`src/rtl/ufix_divider_seq_if.sv`:
```
// rtl/ufix_divider_seq_if.sv - operand/result handshake bundle for ufix_divider_seq
interface ufix_divider_seq_if #(
  parameter int WIDTH = 10
);
  logic             in_valid;
  logic             in_ready;
  logic [WIDTH-1:0] a_in;
  logic [WIDTH-1:0] b_in;
  logic             out_valid;
  logic             out_ready;
  logic [WIDTH-1:0] q;
  logic             ovf;
  logic             dvz;

  modport master (
    output in_valid, a_in, b_in, out_ready,
    input  in_ready, out_valid, q, ovf, dvz
  );

  modport slave (
    input  in_valid, a_in, b_in, out_ready,
    output in_ready, out_valid, q, ovf, dvz
  );
endinterface

```
`src/rtl/ufix_divider_seq.sv`:
```
// rtl/ufix_divider_seq.sv - sequential restoring divider for unsigned fixed-point operands
// Optional round-half-up via UFIX_DIV_ROUND_EN (one extra guard iteration).
module ufix_divider_seq #(
  parameter int WIDTH = 10,
  parameter int FRAC  = 4
) (
  input logic              clk,
  input logic              rst,
  ufix_divider_seq_if.slave bus
);
`ifdef UFIX_DIV_ROUND_EN
  localparam int RND = 1;
`else
  localparam int RND = 0;
`endif
  localparam int N  = WIDTH + FRAC;
  localparam int NI = N + RND;
  localparam int CW = $clog2(NI + 1);

  typedef enum logic [1:0] {IDLE, RUN, DONE} state_t;

  state_t           state, state_nx;
  logic [CW-1:0]    cnt;
  logic [WIDTH:0]   rem;
  logic [WIDTH-1:0] b_reg;
  logic [NI-1:0]    dvd;
  logic [NI-1:0]    quo;
  logic [WIDTH-1:0] q_r;
  logic             ovf_r;
  logic             dvz_r;
  logic             in_ready_w;
  logic             out_valid_w;
  logic             accept;
  logic             last_iter;
  logic [WIDTH:0]   r_shift;
  logic [WIDTH:0]   r_sub;
  logic             qbit;
  logic [NI-1:0]    quo_nx;
  logic [N-1:0]     q_trunc;
  logic [WIDTH-1:0] q_fin;
  logic             ovf_fin;
`ifdef UFIX_DIV_ROUND_EN
  logic             guard;
  logic             carry;
  logic [WIDTH-1:0] q_inc;
`endif

  assign accept    = bus.in_valid && in_ready_w;
  assign last_iter = (cnt == CW'(NI - 1));

  always_ff @(posedge clk or posedge rst) begin
    if (rst) state <= IDLE;
    else     state <= state_nx;
  end

  always_comb begin
    state_nx    = state;
    in_ready_w  = 1'b0;
    out_valid_w = 1'b0;
    case (state)
      IDLE: begin
        in_ready_w = 1'b1;
        if (bus.in_valid) state_nx = (bus.b_in == '0) ? DONE : RUN;
      end
      RUN: begin
        if (last_iter) state_nx = DONE;
      end
      DONE: begin
        out_valid_w = 1'b1;
        if (bus.out_ready) state_nx = IDLE;
      end
      default: state_nx = IDLE;
    endcase
  end

  // One restoring step: shift in the next dividend bit, subtract if it fits.
  always_comb begin
    r_shift = {rem[WIDTH-1:0], dvd[NI-1]};
    qbit    = (r_shift >= {1'b0, b_reg});
    r_sub   = r_shift - {1'b0, b_reg};
    quo_nx  = {quo[NI-2:0], qbit};
  end

  // Final result formatting, evaluated on the last iteration's quotient.
  always_comb begin
`ifdef UFIX_DIV_ROUND_EN
    q_trunc        = quo_nx[NI-1:1];
    guard          = quo_nx[0];
    {carry, q_inc} = {1'b0, q_trunc[WIDTH-1:0]} + (WIDTH + 1)'(guard);
    ovf_fin        = ((q_trunc >> WIDTH) != '0) || carry;
    q_fin          = ovf_fin ? '1 : q_inc;
`else
    q_trunc = quo_nx;
    ovf_fin = ((q_trunc >> WIDTH) != '0);
    q_fin   = ovf_fin ? '1 : q_trunc[WIDTH-1:0];
`endif
  end

  always_ff @(posedge clk or posedge rst) begin
    if (rst) begin
      cnt   <= '0;
      rem   <= '0;
      b_reg <= '0;
      dvd   <= '0;
      quo   <= '0;
      q_r   <= '0;
      ovf_r <= 1'b0;
      dvz_r <= 1'b0;
    end else if (accept) begin
      b_reg <= bus.b_in;
      dvd   <= NI'(bus.a_in) << (NI - WIDTH);
      rem   <= '0;
      quo   <= '0;
      cnt   <= '0;
      if (bus.b_in == '0) begin
        q_r   <= '1;
        ovf_r <= 1'b0;
        dvz_r <= 1'b1;
      end
    end else if (state == RUN) begin
      rem <= qbit ? r_sub : r_shift;
      dvd <= dvd << 1;
      quo <= quo_nx;
      cnt <= cnt + CW'(1);
      if (last_iter) begin
        q_r   <= q_fin;
        ovf_r <= ovf_fin;
        dvz_r <= 1'b0;
      end
    end
  end

  assign bus.in_ready  = in_ready_w;
  assign bus.out_valid = out_valid_w;
  assign bus.q         = q_r;
  assign bus.ovf       = ovf_r;
  assign bus.dvz       = dvz_r;
endmodule

```
`src/flat_wrapper.sv`:
```
// flat-port wrapper written by rule: the top's interface ports become plain ports
module ufix_divider_seq_flat 
#(
  parameter int WIDTH = 10,
  parameter int FRAC  = 4
)
  (clk, rst, bus_in_valid, bus_a_in, bus_b_in, bus_out_ready, bus_in_ready, bus_out_valid, bus_q, bus_ovf, bus_dvz);
  ufix_divider_seq_if #(.WIDTH(WIDTH)) bus_i ();
  input logic clk;
  input logic rst;
  input wire logic [$bits(bus_i.in_valid)-1:0] bus_in_valid;
  input wire logic [$bits(bus_i.a_in)-1:0] bus_a_in;
  input wire logic [$bits(bus_i.b_in)-1:0] bus_b_in;
  input wire logic [$bits(bus_i.out_ready)-1:0] bus_out_ready;
  output wire logic [$bits(bus_i.in_ready)-1:0] bus_in_ready;
  output wire logic [$bits(bus_i.out_valid)-1:0] bus_out_valid;
  output wire logic [$bits(bus_i.q)-1:0] bus_q;
  output wire logic [$bits(bus_i.ovf)-1:0] bus_ovf;
  output wire logic [$bits(bus_i.dvz)-1:0] bus_dvz;
  assign bus_i.in_valid = bus_in_valid;
  assign bus_i.a_in = bus_a_in;
  assign bus_i.b_in = bus_b_in;
  assign bus_i.out_ready = bus_out_ready;
  assign bus_in_ready = bus_i.in_ready;
  assign bus_out_valid = bus_i.out_valid;
  assign bus_q = bus_i.q;
  assign bus_ovf = bus_i.ovf;
  assign bus_dvz = bus_i.dvz;
  ufix_divider_seq #(.WIDTH(WIDTH), .FRAC(FRAC)) u_core (.clk(clk), .rst(rst), .bus(bus_i));
endmodule
```
`config.mk`:
```
export PLATFORM = sky130hd
export DESIGN_NAME = ufix_divider_seq_flat
export DESIGN_NICKNAME = d
export VERILOG_FILES = /design/src/rtl/ufix_divider_seq_if.sv /design/src/rtl/ufix_divider_seq.sv /design/src/flat_wrapper.sv
export SDC_FILE = /design/constraint.sdc
export NUM_CORES = 1
export LEC_CHECK = 0
export CORE_ASPECT_RATIO = 1.75
export CORE_MARGIN = 2
export CORE_UTILIZATION = 55
export DETAILED_ROUTE_END_ITERATION = 8
export PLACE_DENSITY_LB_ADDON = 0.15
export SLEW_MARGIN = 0
export SYNTH_ARGS = -nofsm -noshare
export SYNTH_HDL_FRONTEND = slang
export SYNTH_SLANG_ARGS = --single-unit
```
`constraint.sdc`:
```
create_clock -name clk -period 2.76 [get_ports clk]
set_input_delay 0.552 -clock clk [delete_from_list [all_inputs] [get_ports clk]]
set_output_delay 0.552 -clock clk [all_outputs]
set_load 0.005 [all_outputs]
```
==> results.yml <==
drt:
  dr_wl_met3_um: 193
  first_pass_iters: 4
  via_per_inst: 5.53
  avgRoutedWirePerCell_um: 15.2
  wirelength_um: 6570
  ant_nets: 0
  met2_length_um: 3380
  remaining_drc_errors: 0
  drt_iter0_markers: 119
  top_layer: "met4"
  wl_met1_um: 2740
  vias: 2387
clock_tree:
  postCtsHoldBufs: 0
  cts.clk_slew.worst_paths_ps: 60
  htreeDepth: 3
  cts_resized: 0
  numCtsBuffers: 9
  post_cts.repair.setup_buffers: 0
  clock_latency_ps: 330
  root_buffer: "clkbuf_8"
  clock_path_buffers: 2
  clkSinkCount: 61
  cts_tree: "built"
job:
  cap_violations: 0
setup_path:
  cp.required_ps: 2940
  arrival_ps: 2560
  start_kind: "register"
  crit_path_end_kind: "register"
  cp_max_fo: 12
  criticalPathCategory: "register to register"
floorplanning:
  coreArea_um2: 5300
  row_count: 35
  dieHeight_um: 102
  start_util_pct: 57.0
  ios: 38
  fp.dieW_um: 60.0
  die_area_um2: 6130
final_layout:
  largest-register: "u_core.quo"
  nNetsFinal: 392
  fin_cells: 432
  multi_input_area_um2: 1380
  largest_reg_flops: 13
  area_growth_pct: 21.1
  fill_cells: 432
  drive_above_1_share_pct: 8.38
  post-route-cell-area_um2: 3660
  fin_util_pct: 69.1
  ff_latch_area_um2: 1530
  diodes: 0
sta:
  fin_setup_tns_ps: 0
  maxSlewHeadroom_pct: 42.1
  worst_slew_pin_slew_ps: 866
  fin_skew_ps: 9.61
  clock.fmax_ghz: 0.420
  post-route-period-util_pct: 86.3
  maxSlewViolCount: 0
  rsz0062_at_grt: "no"
  min_period_ps: 2380
  setup_viol: 0
  final-hold-violation-count: 0
synthesis:
  synthAdderAreaFrac_pct: 5.63
  synth_top_family_by_area: "simple AND/OR/NAND/NOR gates"
  synth_xor_xnor_area_share_pct: 1.45
  synth.top_cell.area_share_pct: 50.5
  synthesis.nets: 353
  synth_edf_count: 0
  yosys_warnings: 0
  synthDistinctLibCells: 48
  synthSimpleGateAreaFrac_pct: 17.9
  syn_avg_cell_area_um2: 9.56
  synth-compound-area-share_pct: 17.8
  yosys.area.top_type: "dfrtp_1"
  yosysSeqAreaShare_pct: 50.5
  synth-seq-cells: 61
  synth_flop_cell: "dfrtp_1"
  synth_mux_area_share_pct: 2.69
  syn-instance-count: 316
  syn_area_um2: 3020
  ys_async_sr_fraction_pct: 100
  synth_area_leaders: "dfrtp_1 51%, nand2_1 8.9%, o21ai_0 5.5%"
power_and_ir_drop:
  p_leak_nw: 1.62
  power.density_nw_per_um2: 1340
  vdd_drop_max_mv: 0.644
grt:
  grt_pass1_wl_um: 11100
  antenna_found_initial: 0
  gr-total-overflow: 0
  grt_usage_pct: 24.1
  grt_max_degree: 47
  grt_pass1_vias: 2489
placed_design:
  hpwl_um: 4700
  routabilityCongestion: 0.903
  portBuffers: 37
  place_inst: 418
  placed_cell_area_um2: 3490
run_status:
  status: "finished, final reports clean"
worst_hold_path:
  hold_path_class: "register to register"
## final cells by class
class | count | share of cell area (%)
Tap cell | 74 | 2.53
Sequential cell | 61 | 41.7
Inverter | 14 | 1.44
Clock inverter | 2 | 0.274
Timing Repair Buffer | 44 | 12.2
Clock buffer | 12 | 4.24
Multi-Input combinational cell | 225 | 37.6
## path summary, 6_finish.rpt
check / from / to / slack, ps / depth (start not counted)
worst max-delay path: u_core.rem[4] / u_core.rem[4] / 380 / 7
worst min-delay path: u_core.dvd[9] / u_core.dvd[9] / 480 / 2
worst max register to register: u_core.rem[4] / u_core.rem[4] / 380 / 7
worst min register to register: u_core.dvd[9] / u_core.dvd[9] / 480 / 2
max in group asynchronous: rst / u_core.cnt[2] / 1690 / 3
min in group asynchronous: rst / u_core.rem[0] / 510 / 2
## cells by family after synthesis
kind of cell	count (synthesis)
muxes	8
adders and majority gates	13
buffers and inverters	30
DFF	61
xor gates and xnor gates	5
and+or+nand+nor	119
AOI/OAI and AO/OA	80
## cell usage after synthesis (all sizes together) (3+ instances only)
library cell and count:
a21oi 8, a22oi 8, buf 4, clkbuf 12
dfrtp 61, ha 12, inv 14, mux2i 7
nand2 73, nand2b 5, nand3 10, nand4 4
nor2 11, nor3 5, o21ai 38, o22a 10
xnor2 3
## metrics by stage
stage | power [W] | hold WS (ps) | setup WS [ps]
after global routing | 0.00535 | 518 | 292
after floorplan | 0.00351 | 446 | 695
after CTS | 0.00496 | 484 | 400
after global placement | 0.00417 | 457 | 364
after detailed placement | 0.00425 | 468 | 330
final | 0.00492 | 480 | 378
## critical path, cell delays in order (launching register included)
cell and delay, ps:
dfrtp_1 400, ha_1 400, nand4_1 160, nor2_1 210
nand2_1 140, a41oi_4 530, mux2i_1 310, o21ai_1 80
## placed cells by master (no fill, tap or decap), types with 2 or more instances in the layout
| master | n |
|---|---|
| mux2i_1 | 7 |
| inv_1 | 13 |
| o21ai_1 | 4 |
| nand2_1 | 72 |
| o21ai_0 | 33 |
| and2_1 | 2 |
| nand2b_1 | 5 |
| dfrtp_1 | 61 |
| ha_1 | 12 |
| a21oi_1 | 7 |
| clkinv_2 | 2 |
| a211oi_1 | 2 |
| xnor2_1 | 3 |
| clkbuf_8 | 11 |
| xor2_1 | 2 |
| a21boi_0 | 2 |
| o211ai_1 | 2 |
| nand3_1 | 10 |
| buf_4 | 5 |
| buf_12 | 2 |
| nor3_1 | 5 |
| o22a_1 | 10 |
| a22oi_1 | 8 |
| clkdlybuf4s50_1 | 37 |
| nor2_1 | 11 |
| nand4_1 | 4 |
## power by group
part / total (W) / switching [W] / internal, W
sequential: 0.00163 / 0.000282 / 0.00135
clock: 0.000687 / 0.000324 / 0.000362
combinational: 0.00260 / 0.00140 / 0.00120
total: 0.00492 / 0.00200 / 0.00291
## routing by layer
| layer | track usage (%) | up-vias |
|---|---|---|
| met5 | 0 | - |
| met4 | 12.1 | 0 |
| met3 | 5.44 | 18 |
| met2 | 41.0 | 52 |
| met1 | 27.8 | 1138 |
| li1 | - | 1179 |
Note: power is estimated with default switching activity, not from simulation.
